### config.mk
export PLATFORM = sky130hd
export DESIGN_NAME = line_fill_prefetch_buffer
export DESIGN_NICKNAME = d
export VERILOG_FILES = /design/src/rtl/cache_types_pkg.sv /design/src/rtl/line_fill_prefetch_datapath.sv /design/src/rtl/line_fill_prefetch_buffer.sv
export SDC_FILE = /design/constraint.sdc
export NUM_CORES = 1
export LEC_CHECK = 0
export CAP_MARGIN = 20
export CORE_AREA = 2 2 228 230
export CTS_BUF_LIST = sky130_fd_sc_hd__clkbuf_16
export DETAILED_ROUTE_END_ITERATION = 16
export DIE_AREA = 0 0 230 232
export HOLD_SLACK_MARGIN = 0.03
export PLACE_DENSITY = 0.68
export SYNTH_ARGS = -nofsm -noshare
export SYNTH_HDL_FRONTEND = slang
export SYNTH_SLANG_ARGS = --single-unit
### constraint.sdc
create_clock -name clk -period 17.6 [get_ports clk]
set_clock_uncertainty 0.15 [all_clocks]
set_input_delay 1.76 -clock clk [delete_from_list [all_inputs] [get_ports clk]]
set_output_delay 1.76 -clock clk [all_outputs]
set_load 0.02 [all_outputs]
### src/rtl/cache_types_pkg.sv
// Shared cache types for the L2 read-side line fill path.
// Line/address widths, state encoding and line offset size.
package cache_types_pkg;
   localparam int ADDR_WIDTH = 32;
   localparam int LINE_WIDTH = 256;
   localparam int LINE_OFFSET_BITS = 5;

   typedef logic [LINE_WIDTH-1:0] line_t;
   typedef logic [ADDR_WIDTH-1:0] addr_t;

   typedef enum logic [1:0] {
      IDLE     = 2'd0,
      HIT      = 2'd1,
      DEMAND   = 2'd2,
      PREFETCH = 2'd3
   } fill_state_e;
endpackage

### src/rtl/line_fill_prefetch_datapath.sv
// Prefetch buffer storage, tag compare, write snoop and
// next-line adder for the line fill prefetch buffer.
module line_fill_prefetch_datapath
   import cache_types_pkg::*;
#(
   parameter int TAG_WIDTH  = ADDR_WIDTH - LINE_OFFSET_BITS,
   parameter int LINE_WIDTH = cache_types_pkg::LINE_WIDTH
) (
   input  logic                  clk,
   input  logic                  rst_n,
   input  logic                  l2_read,
   input  logic                  l2_write,
   input  logic [TAG_WIDTH-1:0]  l2_tag,
   input  logic                  pf_start,
   input  logic [TAG_WIDTH-1:0]  pf_tag,
   input  logic                  in_prefetch,
   input  logic                  fill,
   input  logic [LINE_WIDTH-1:0] fill_data,
   input  logic [TAG_WIDTH-1:0]  base_tag,
   output logic [TAG_WIDTH-1:0]  next_tag,
   output logic                  wrap,
   output logic                  hit,
   output logic [TAG_WIDTH-1:0]  buf_tag,
   output logic [LINE_WIDTH-1:0] buf_data
);
   logic buf_valid;
   logic drop;
   logic snoop;

   assign snoop = l2_write & (l2_tag == buf_tag);
   // A snoop in the same cycle as a lookup wins
   assign hit = l2_read & buf_valid & (l2_tag == buf_tag) & ~snoop;
   assign next_tag = base_tag + 1'b1;
   assign wrap = &base_tag;

   always_ff @(posedge clk) begin
      if (!rst_n) begin
         buf_valid <= 1'b0;
         drop      <= 1'b0;
         buf_tag   <= '0;
      end else if (pf_start) begin
         buf_valid <= 1'b0;
         buf_tag   <= pf_tag;
         drop      <= l2_write & (l2_tag == pf_tag);
      end else if (fill) begin
         buf_valid <= ~(drop | snoop);
         drop      <= 1'b0;
      end else if (snoop) begin
         buf_valid <= 1'b0;
         drop      <= drop | in_prefetch;
      end
   end

   always_ff @(posedge clk) begin
      if (fill) buf_data <= fill_data;
   end
endmodule

### src/rtl/line_fill_prefetch_buffer.sv
// L2 line fill reader with a single-line next-line prefetch
// buffer; yields pmem to the eviction write buffer.
module line_fill_prefetch_buffer
   import cache_types_pkg::*;
#(
   parameter int ADDR_WIDTH  = cache_types_pkg::ADDR_WIDTH,
   parameter int LINE_WIDTH  = cache_types_pkg::LINE_WIDTH,
   parameter bit PREFETCH_EN = 1'b1
) (
   input  logic                  clk,
   input  logic                  rst_n,
   input  logic                  l2pmem_read,
   input  logic                  l2pmem_write,
   input  logic [ADDR_WIDTH-1:0] l2pmem_address,
   output logic                  l2pmem_resp,
   output logic [LINE_WIDTH-1:0] l2pmem_rdata,
   input  logic                  ewb_busy,
   output logic                  pmem_read,
   output logic [ADDR_WIDTH-1:0] pmem_address,
   input  logic [LINE_WIDTH-1:0] pmem_rdata,
   input  logic                  pmem_resp,
   output logic                  prefetch_hit
);
   localparam int TW = ADDR_WIDTH - LINE_OFFSET_BITS;

   fill_state_e state, state_nx;
   logic [TW-1:0] req_tag, req_tag_nx;
   logic [TW-1:0] l2_tag, buf_tag, base_tag, next_tag;
   logic [LINE_WIDTH-1:0] buf_data;
   logic issued, hit, wrap, pf_go, pf_start;
   logic in_pf, fill, done;
   logic unused_offset;

   assign l2_tag = l2pmem_address[ADDR_WIDTH-1:LINE_OFFSET_BITS];
   assign unused_offset = ^l2pmem_address[LINE_OFFSET_BITS-1:0];

   assign in_pf = (state == PREFETCH);
   assign base_tag = (state == HIT) ? buf_tag : req_tag;
   assign pf_go = PREFETCH_EN & ~wrap;

   // Once issued, a prefetch request ignores ewb_busy
   assign pmem_read = (state == DEMAND)
                    | (in_pf & (issued | ~ewb_busy));
   assign fill = in_pf & pmem_read & pmem_resp;
   assign done = (state == DEMAND) & pmem_resp;
   assign l2pmem_resp = (state == HIT) | done;
   assign prefetch_hit = (state == HIT);
   assign pmem_address = {req_tag, {LINE_OFFSET_BITS{1'b0}}};

   always_comb begin
      l2pmem_rdata = '0;
      unique case (1'b1)
         state == HIT: l2pmem_rdata = buf_data;
         done:         l2pmem_rdata = pmem_rdata;
         default:      l2pmem_rdata = '0;
      endcase
   end

   always_comb begin
      state_nx   = state;
      req_tag_nx = req_tag;
      pf_start   = 1'b0;
      unique case (state)
         IDLE: begin
            if (hit) begin
               state_nx = HIT;
            end else if (l2pmem_read && !ewb_busy) begin
               state_nx   = DEMAND;
               req_tag_nx = l2_tag;
            end
         end
         HIT, DEMAND: begin
            if (state == HIT || pmem_resp) begin
               if (pf_go) begin
                  state_nx   = PREFETCH;
                  req_tag_nx = next_tag;
                  pf_start   = 1'b1;
               end else begin
                  state_nx = IDLE;
               end
            end
         end
         PREFETCH: begin
            if (fill) state_nx = IDLE;
         end
         default: state_nx = IDLE;
      endcase
   end

   always_ff @(posedge clk) begin
      if (!rst_n) begin
         state   <= IDLE;
         req_tag <= '0;
         issued  <= 1'b0;
      end else begin
         state   <= state_nx;
         req_tag <= req_tag_nx;
         issued  <= in_pf & pmem_read & ~pmem_resp;
      end
   end

   line_fill_prefetch_datapath #(
      .TAG_WIDTH (TW),
      .LINE_WIDTH(LINE_WIDTH)
   ) u_dp (
      .clk        (clk),
      .rst_n      (rst_n),
      .l2_read    (l2pmem_read),
      .l2_write   (l2pmem_write),
      .l2_tag     (l2_tag),
      .pf_start   (pf_start),
      .pf_tag     (next_tag),
      .in_prefetch(in_pf),
      .fill       (fill),
      .fill_data  (pmem_rdata),
      .base_tag   (base_tag),
      .next_tag   (next_tag),
      .wrap       (wrap),
      .hit        (hit),
      .buf_tag    (buf_tag),
      .buf_data   (buf_data)
   );
endmodule

==> out/results.ini, run 1 <==
[floorplanning]
die_x_um=230
dieArea_um2=53400
chipHeight_um=232
start_util_pct=29.4
ios=585
core_um2=50900
row_count=83

[placed_design]
hpwl_mm=39.2
numPortBuffers=574
finalWeightedCongestion=0.867
place_area_um2=21200
dp_cells=2306

[timing]
period_share_pct=38.7
setup-tns-final_ns=0
slew_viol_final=0
setup_violations=0
timing.final.crit_period_ns=6.82
fmax_mhz=147
worst_pin_slew_ns=1.06
rsz0062_at_grt=no
maxSlewHeadroom_pct=29.5
hold_violations=0

[logic_synthesis]
syn_inst=1132
synth_area_leader_cell=edfxtp_1
synth_cell_type_count=70
synthArstFlopShare_pct=0
synth_flop_cell=edfxtp_1
syn_area_um2=15000
synth-seq-cells=315
yosysSeqAreaShare_pct=59.3
netlist.area_leader.share_pct=51.4
synthTopCellsByArea=edfxtp_1, a22o_1, dfxtp_1, mux2i_1, xor2_1
synth.avg_cell_area_um2=13.2
synth_edf_count=256
yosys_warnings=0

[routing]
via_per_inst=5.10
drc=0
met3_length_mm=4.22
dr.pass1.iters=5
route.layer.met1.wl_mm=22.8
drtAntennaViolNets=0
avgRoutedWirePerCell_um=22.7
drt_iter0_drc=806
highest_layer=met5
dr_wl_met2_mm=24.9
drt_wl_total_mm=54.1
via_count=12100

[worst_setup_path]
startpoint=pmem_resp
path_class=in2out
cp_max_fo=98
start_kind=input port
timing.rr.start=state[1]
reg2reg_to=req_tag[8]
r2r_cells=14
cp-end-kind=primary output
critPathArrivalTime_ns=4.91
cp_data_required_time_ns=15.69
rrSetupSlack_ns=12.24

[clock_network]
cts-root-buf=clkbuf_16
ctsHtreeMaxLevel=2
cts_inserted_buffers=37
hold_buffers=0
clockBufferDepth=3
clock_latency_ns=0.54
cts_tree=yes
postCtsSetupBuffers=0
clock-sinks=315
cts_resized=0
clkTransAtPathRegs_ns=0.05

[global_route]
track_usage_pct=19.1
grt_pass1_wl_mm=77.1
grt.overflow.total=0
antenna_found_initial=17
grt_pass1_vias=11700
grt_max_degree=193

[min_path]
min_to=u_dp.buf_valid
min-delay-start=u_dp.drop
hold-path-cell-count=1
holdCritPathClass=reg2reg

[final_layout]
drive_above_1_share_pct=7.16
area_delta_synth_final_pct=50.2
design_area_um2=22500
post_layout_nonfiller_instances=2379
final_util_pct=44.1
finish.net_count=1967

[run]
drv_cap=0

[power_and_ir_drop]
p_leak_nw=7.54
total_power_mw=2.99
power.density_nw_per_um2=133
ir_drop_v=0.0000837

[run_status]
run_status=finished, final reports clean

-- cells in the mapped netlist, types with 9 or more instances --
| master | n |
|---|---|
| mux2i_1 | 50 |
| o21ai_0 | 11 |
| nand4_1 | 17 |
| a22o_1 | 256 |
| nand3_1 | 20 |
| dfxtp_1 | 59 |
| a211oi_2 | 25 |
| clkbuf_1 | 65 |
| nand2_1 | 67 |
| a21oi_1 | 36 |
| inv_1 | 11 |
| xnor2_1 | 32 |
| xor2_1 | 42 |
| edfxtp_1 | 256 |
| buf_4 | 9 |
| nor2_1 | 49 |
-- through the flow --
step / setup slack, ns / hold WS [ns]
3_3_place_gp: 10.33 / 0.303
4_1_cts: 10.32 / 0.330
2_1_floorplan: 8.65 / 0.286
6_report: 10.78 / 0.328
3_5_place_dp: 10.32 / 0.319
5_1_grt: 10.54 / 0.339
-- where the power goes --
part           leakage, nW  switching [mW]  total [mW]  internal, mW
Sequential            2.78          0.0523       0.898         0.846
Combinational         4.17           0.733        1.33         0.601
Clock                0.588           0.316       0.756         0.440
Total                 7.54            1.10        2.99          1.89
-- worst max-delay path, stage by stage --
cell and delay, ns:
clkdlybuf4s50_1 0.55, and2_4 0.33, buf_16 0.33, buf_4 0.87, a22o_1 0.30, clkdlybuf4s50_1 0.72
-- worst max path at each step --
stage / end / depth (start not counted)
global route: l2pmem_rdata[40] / 6
global placement: l2pmem_rdata[40] / 5
CTS: l2pmem_rdata[40] / 5
finish: l2pmem_rdata[40] / 6
detailed placement: l2pmem_rdata[40] / 5
floorplan: u_dp.buf_valid / 4
-- metal layers --
metal | GRT usage, % | vias up
li1 | - | 5568
met1 | 24.5 | 5951
met2 | 29.6 | 475
met3 | 5.96 | 115
met4 | 8.23 | 16
met5 | 0 | -
-- state kept, by name, summed over array words and instances, names as in the netlist --
name / cells
u_dp.buf_tag: 27
issued: 1
u_dp.buf_data: 256
u_dp.drop: 1
u_dp.buf_valid: 1
state: 2
req_tag: 27
-- cell type report --
class,instances,area (um^2)
antenna,9,22.5
clock buffer,37,926
clock inverter,25,225
fill,4618,28400
inverter,11,41.3
multi-input combinational,715,5620
sequential,315,8870
tap,680,851
timing repair buffer,587,5900
-- layout by cell type (no fill, tap or decap), drive strengths merged, types with 32 or more instances in the layout --
cell type,instances
a21oi,38
a22o,256
clkbuf,37
clkdlybuf4s50,574
dfxtp,59
edfxtp,256
mux2i,50
nand2,68
nor2,50
xnor2,32
xor2,42
-- logic make-up after synthesis --
| logic type | share of synthesized area [%] |
|---|---|
| AOI/OAI and AO/OA | 21.7 |
| adders and majority gates | 0.502 |
| other | 0.0251 |
| and+or+nand+nor | 6.88 |
| buffers and inverters | 3.34 |
| muxes | 3.72 |
| DFF | 59.3 |
| xor gates and xnor gates | 4.49 |
(Power assumes the default switching activity.)
==> run 2, diff against run 1 <==
clock period = 6.3 ns   (was 17.6 ns; I/O delays follow)
==> out/results.ini, run 2 (synthesis gave the netlist of run 1 again) <==
[final_layout]
top_regs=u_dp.buf_data x256, req_tag x27, u_dp.buf_tag x27  ; unchanged
top_register=u_dp.buf_data  ; unchanged
final_common_cell=clkdlybuf4s50_1  ; unchanged
fillers=4675  ; was 4,618
largest_reg_flops=256  ; unchanged
finish.net_count=1970  ; was 1,967
post_layout_nonfiller_instances=2388  ; was 2,379
final_cell_mix=clkdlybuf4s50_1, a22o_1, edfxtp_1  ; unchanged
drive_above_1_share_pct=7.47  ; was 7.16%
area_delta_synth_final_pct=50.4  ; was 50.2%

[worst_setup_path]
cp_slowest_cell=buf_4  ; unchanged
cp_max_fo=85  ; was 98
path_buf_inv=4  ; unchanged
cp_cell_sequence=inv_1 > ha_4 > buf_4 > buf_4 > a22o_1 > clkdlybuf4s50_1  ; was clkdlybuf4s50_1 > and2_4 > buf_16 > buf_4 > a22o_1 > clkdlybuf4s50_1
path_class=reg2out  ; was in2out
cp_slowest_stage_delay_ns=0.81  ; was 0.87 ns
path_delay_family=buffers and inverters  ; unchanged
cp_data_required_time_ns=5.52  ; was 15.69 ns
cpMostUsedCell=buf_4  ; was clkdlybuf4s50_1
cp-end-kind=primary output  ; unchanged
start_kind=flip-flop  ; was input port
critPathArrivalTime_ns=4.07  ; was 4.91 ns

[placed_design]
dp_cells=2309  ; was 2,306
numPortBuffers=574  ; unchanged
finalWeightedCongestion=0.883  ; was 0.867
hpwl_mm=40.1  ; was 39.2 mm

[run]
drv_cap=0  ; unchanged

[routing]
drc=0  ; unchanged
drtAntennaViolNets=0  ; unchanged
drt_wl_total_mm=54.4  ; was 54.1 mm
via_per_inst=5.07  ; was 5.10
via_count=12100  ; about the same
avgRoutedWirePerCell_um=22.8  ; was 22.7 um
drt_iter0_drc=687  ; was 806
dr.pass1.iters=5  ; unchanged

[clock_network]
cts_inserted_buffers=39  ; was 37
clock-sinks=315  ; unchanged
cts_resized=0  ; unchanged
clock_latency_ns=0.54  ; about the same
clockBufferDepth=3  ; unchanged
cts_tree=yes  ; unchanged
cts-root-buf=clkbuf_16  ; unchanged
clkTransAtPathRegs_ns=0.06  ; was 0.05 ns
postCtsSetupBuffers=0  ; unchanged
ctsHtreeMaxLevel=2  ; unchanged
hold_buffers=0  ; unchanged

[timing]
slew_viol_final=0  ; unchanged
maxSlewHeadroom_pct=34.5  ; was 29.5%
setup-tns-final_ns=0  ; unchanged
holdWs_ns=0.335  ; was 0.328 ns
hold_violations=0  ; unchanged
timing.final.crit_period_ns=4.85
period_share_pct=76.9
setup_violations=0  ; unchanged
worst_pin_slew_ns=0.983  ; was 1.06 ns
rsz0062_at_grt=no  ; unchanged
fmax_mhz=206

[min_path]
holdCritPathClass=reg2reg  ; unchanged

[power_and_ir_drop]
ir_drop_v=0.000296  ; was 0.0000837 V
power.density_nw_per_um2=371  ; was 133 nW/um^2
p_leak_nw=7.56  ; was 7.54 nW

[floorplanning]
core_um2=50900  ; unchanged
chipHeight_um=232  ; unchanged
start_util_pct=29.4  ; unchanged
die_x_um=230  ; unchanged
row_count=83  ; unchanged
ios=585  ; unchanged
dieArea_um2=53400  ; unchanged

[global_route]
grt.overflow.total=0  ; unchanged
grt_pass1_vias=11800  ; was 11,700
antenna_found_initial=20  ; was 17
grt_max_degree=122  ; was 193
grt_pass1_wl_mm=77.7  ; was 77.1 mm
track_usage_pct=19.3  ; was 19.1%

[run_status]
run_status=finished, final reports clean  ; unchanged

-- run 2: tightest hold or removal path: stages (launching register included) --
cell	delay (ns)
dfxtp_1	0.33
nand2_1	0.06
a21oi_1	0.05
-- run 2: layout make-up --
| cell class | count | area, um^2 | area share (%) |
|---|---|---|---|
| Antenna cell | 8 | 20.0 | 0.0890 |
| Clock buffer | 40 | 1000 | 4.45 |
| Clock inverter | 31 | 189 | 0.840 |
| Inverter | 11 | 41.3 | 0.184 |
| Multi-Input combinational cell | 715 | 5620 | 25.0 |
| Sequential cell | 315 | 8870 | 39.4 |
| Tap cell | 680 | 851 | 3.78 |
| Timing Repair Buffer | 588 | 5900 | 26.2 |
-- run 2: final timing paths --
kind | start | to | slack [ns] | depth (start not counted)
worst max-delay path | state[1] | l2pmem_rdata[231] | 1.45 | 6
worst min register to register | u_dp.buf_tag[24] | u_dp.buf_tag[24] | 0.34 | 2
worst min-delay path | u_dp.buf_tag[24] | u_dp.buf_tag[24] | 0.34 | 2
worst max register to register | state[1] | u_dp.drop | 1.71 | 12
-- run 2: power breakdown --
group	internal [mW]	switching [mW]
logic	1.69	2.04
clock network	1.20	0.906
registers	2.36	0.150
-- run 2: metrics by stage --
stage	cell area [um^2]	power, mW	util (%)	setup WS (ns)
5_1_grt	22500	8.73	44.2	1.22
3_5_place_dp	21300	6.30	41.8	1.74
6_report	22500	8.34	44.2	1.45
2_1_floorplan	15000	4.70	-	1.51
3_3_place_gp	21300	6.27	41.8	1.85
4_1_cts	22500	8.44	44.2	1.43
-- run 2: metal layers --
| layer | share of wire, % | global-route usage [%] |
|---|---|---|
| met3 | 9.4 | 7.48 |
| met4 | 3.0 | 6.57 |
| met2 | 46 | 30.4 |
| met1 | 42 | 24.2 |
| met5 | 0.27 | 0 |
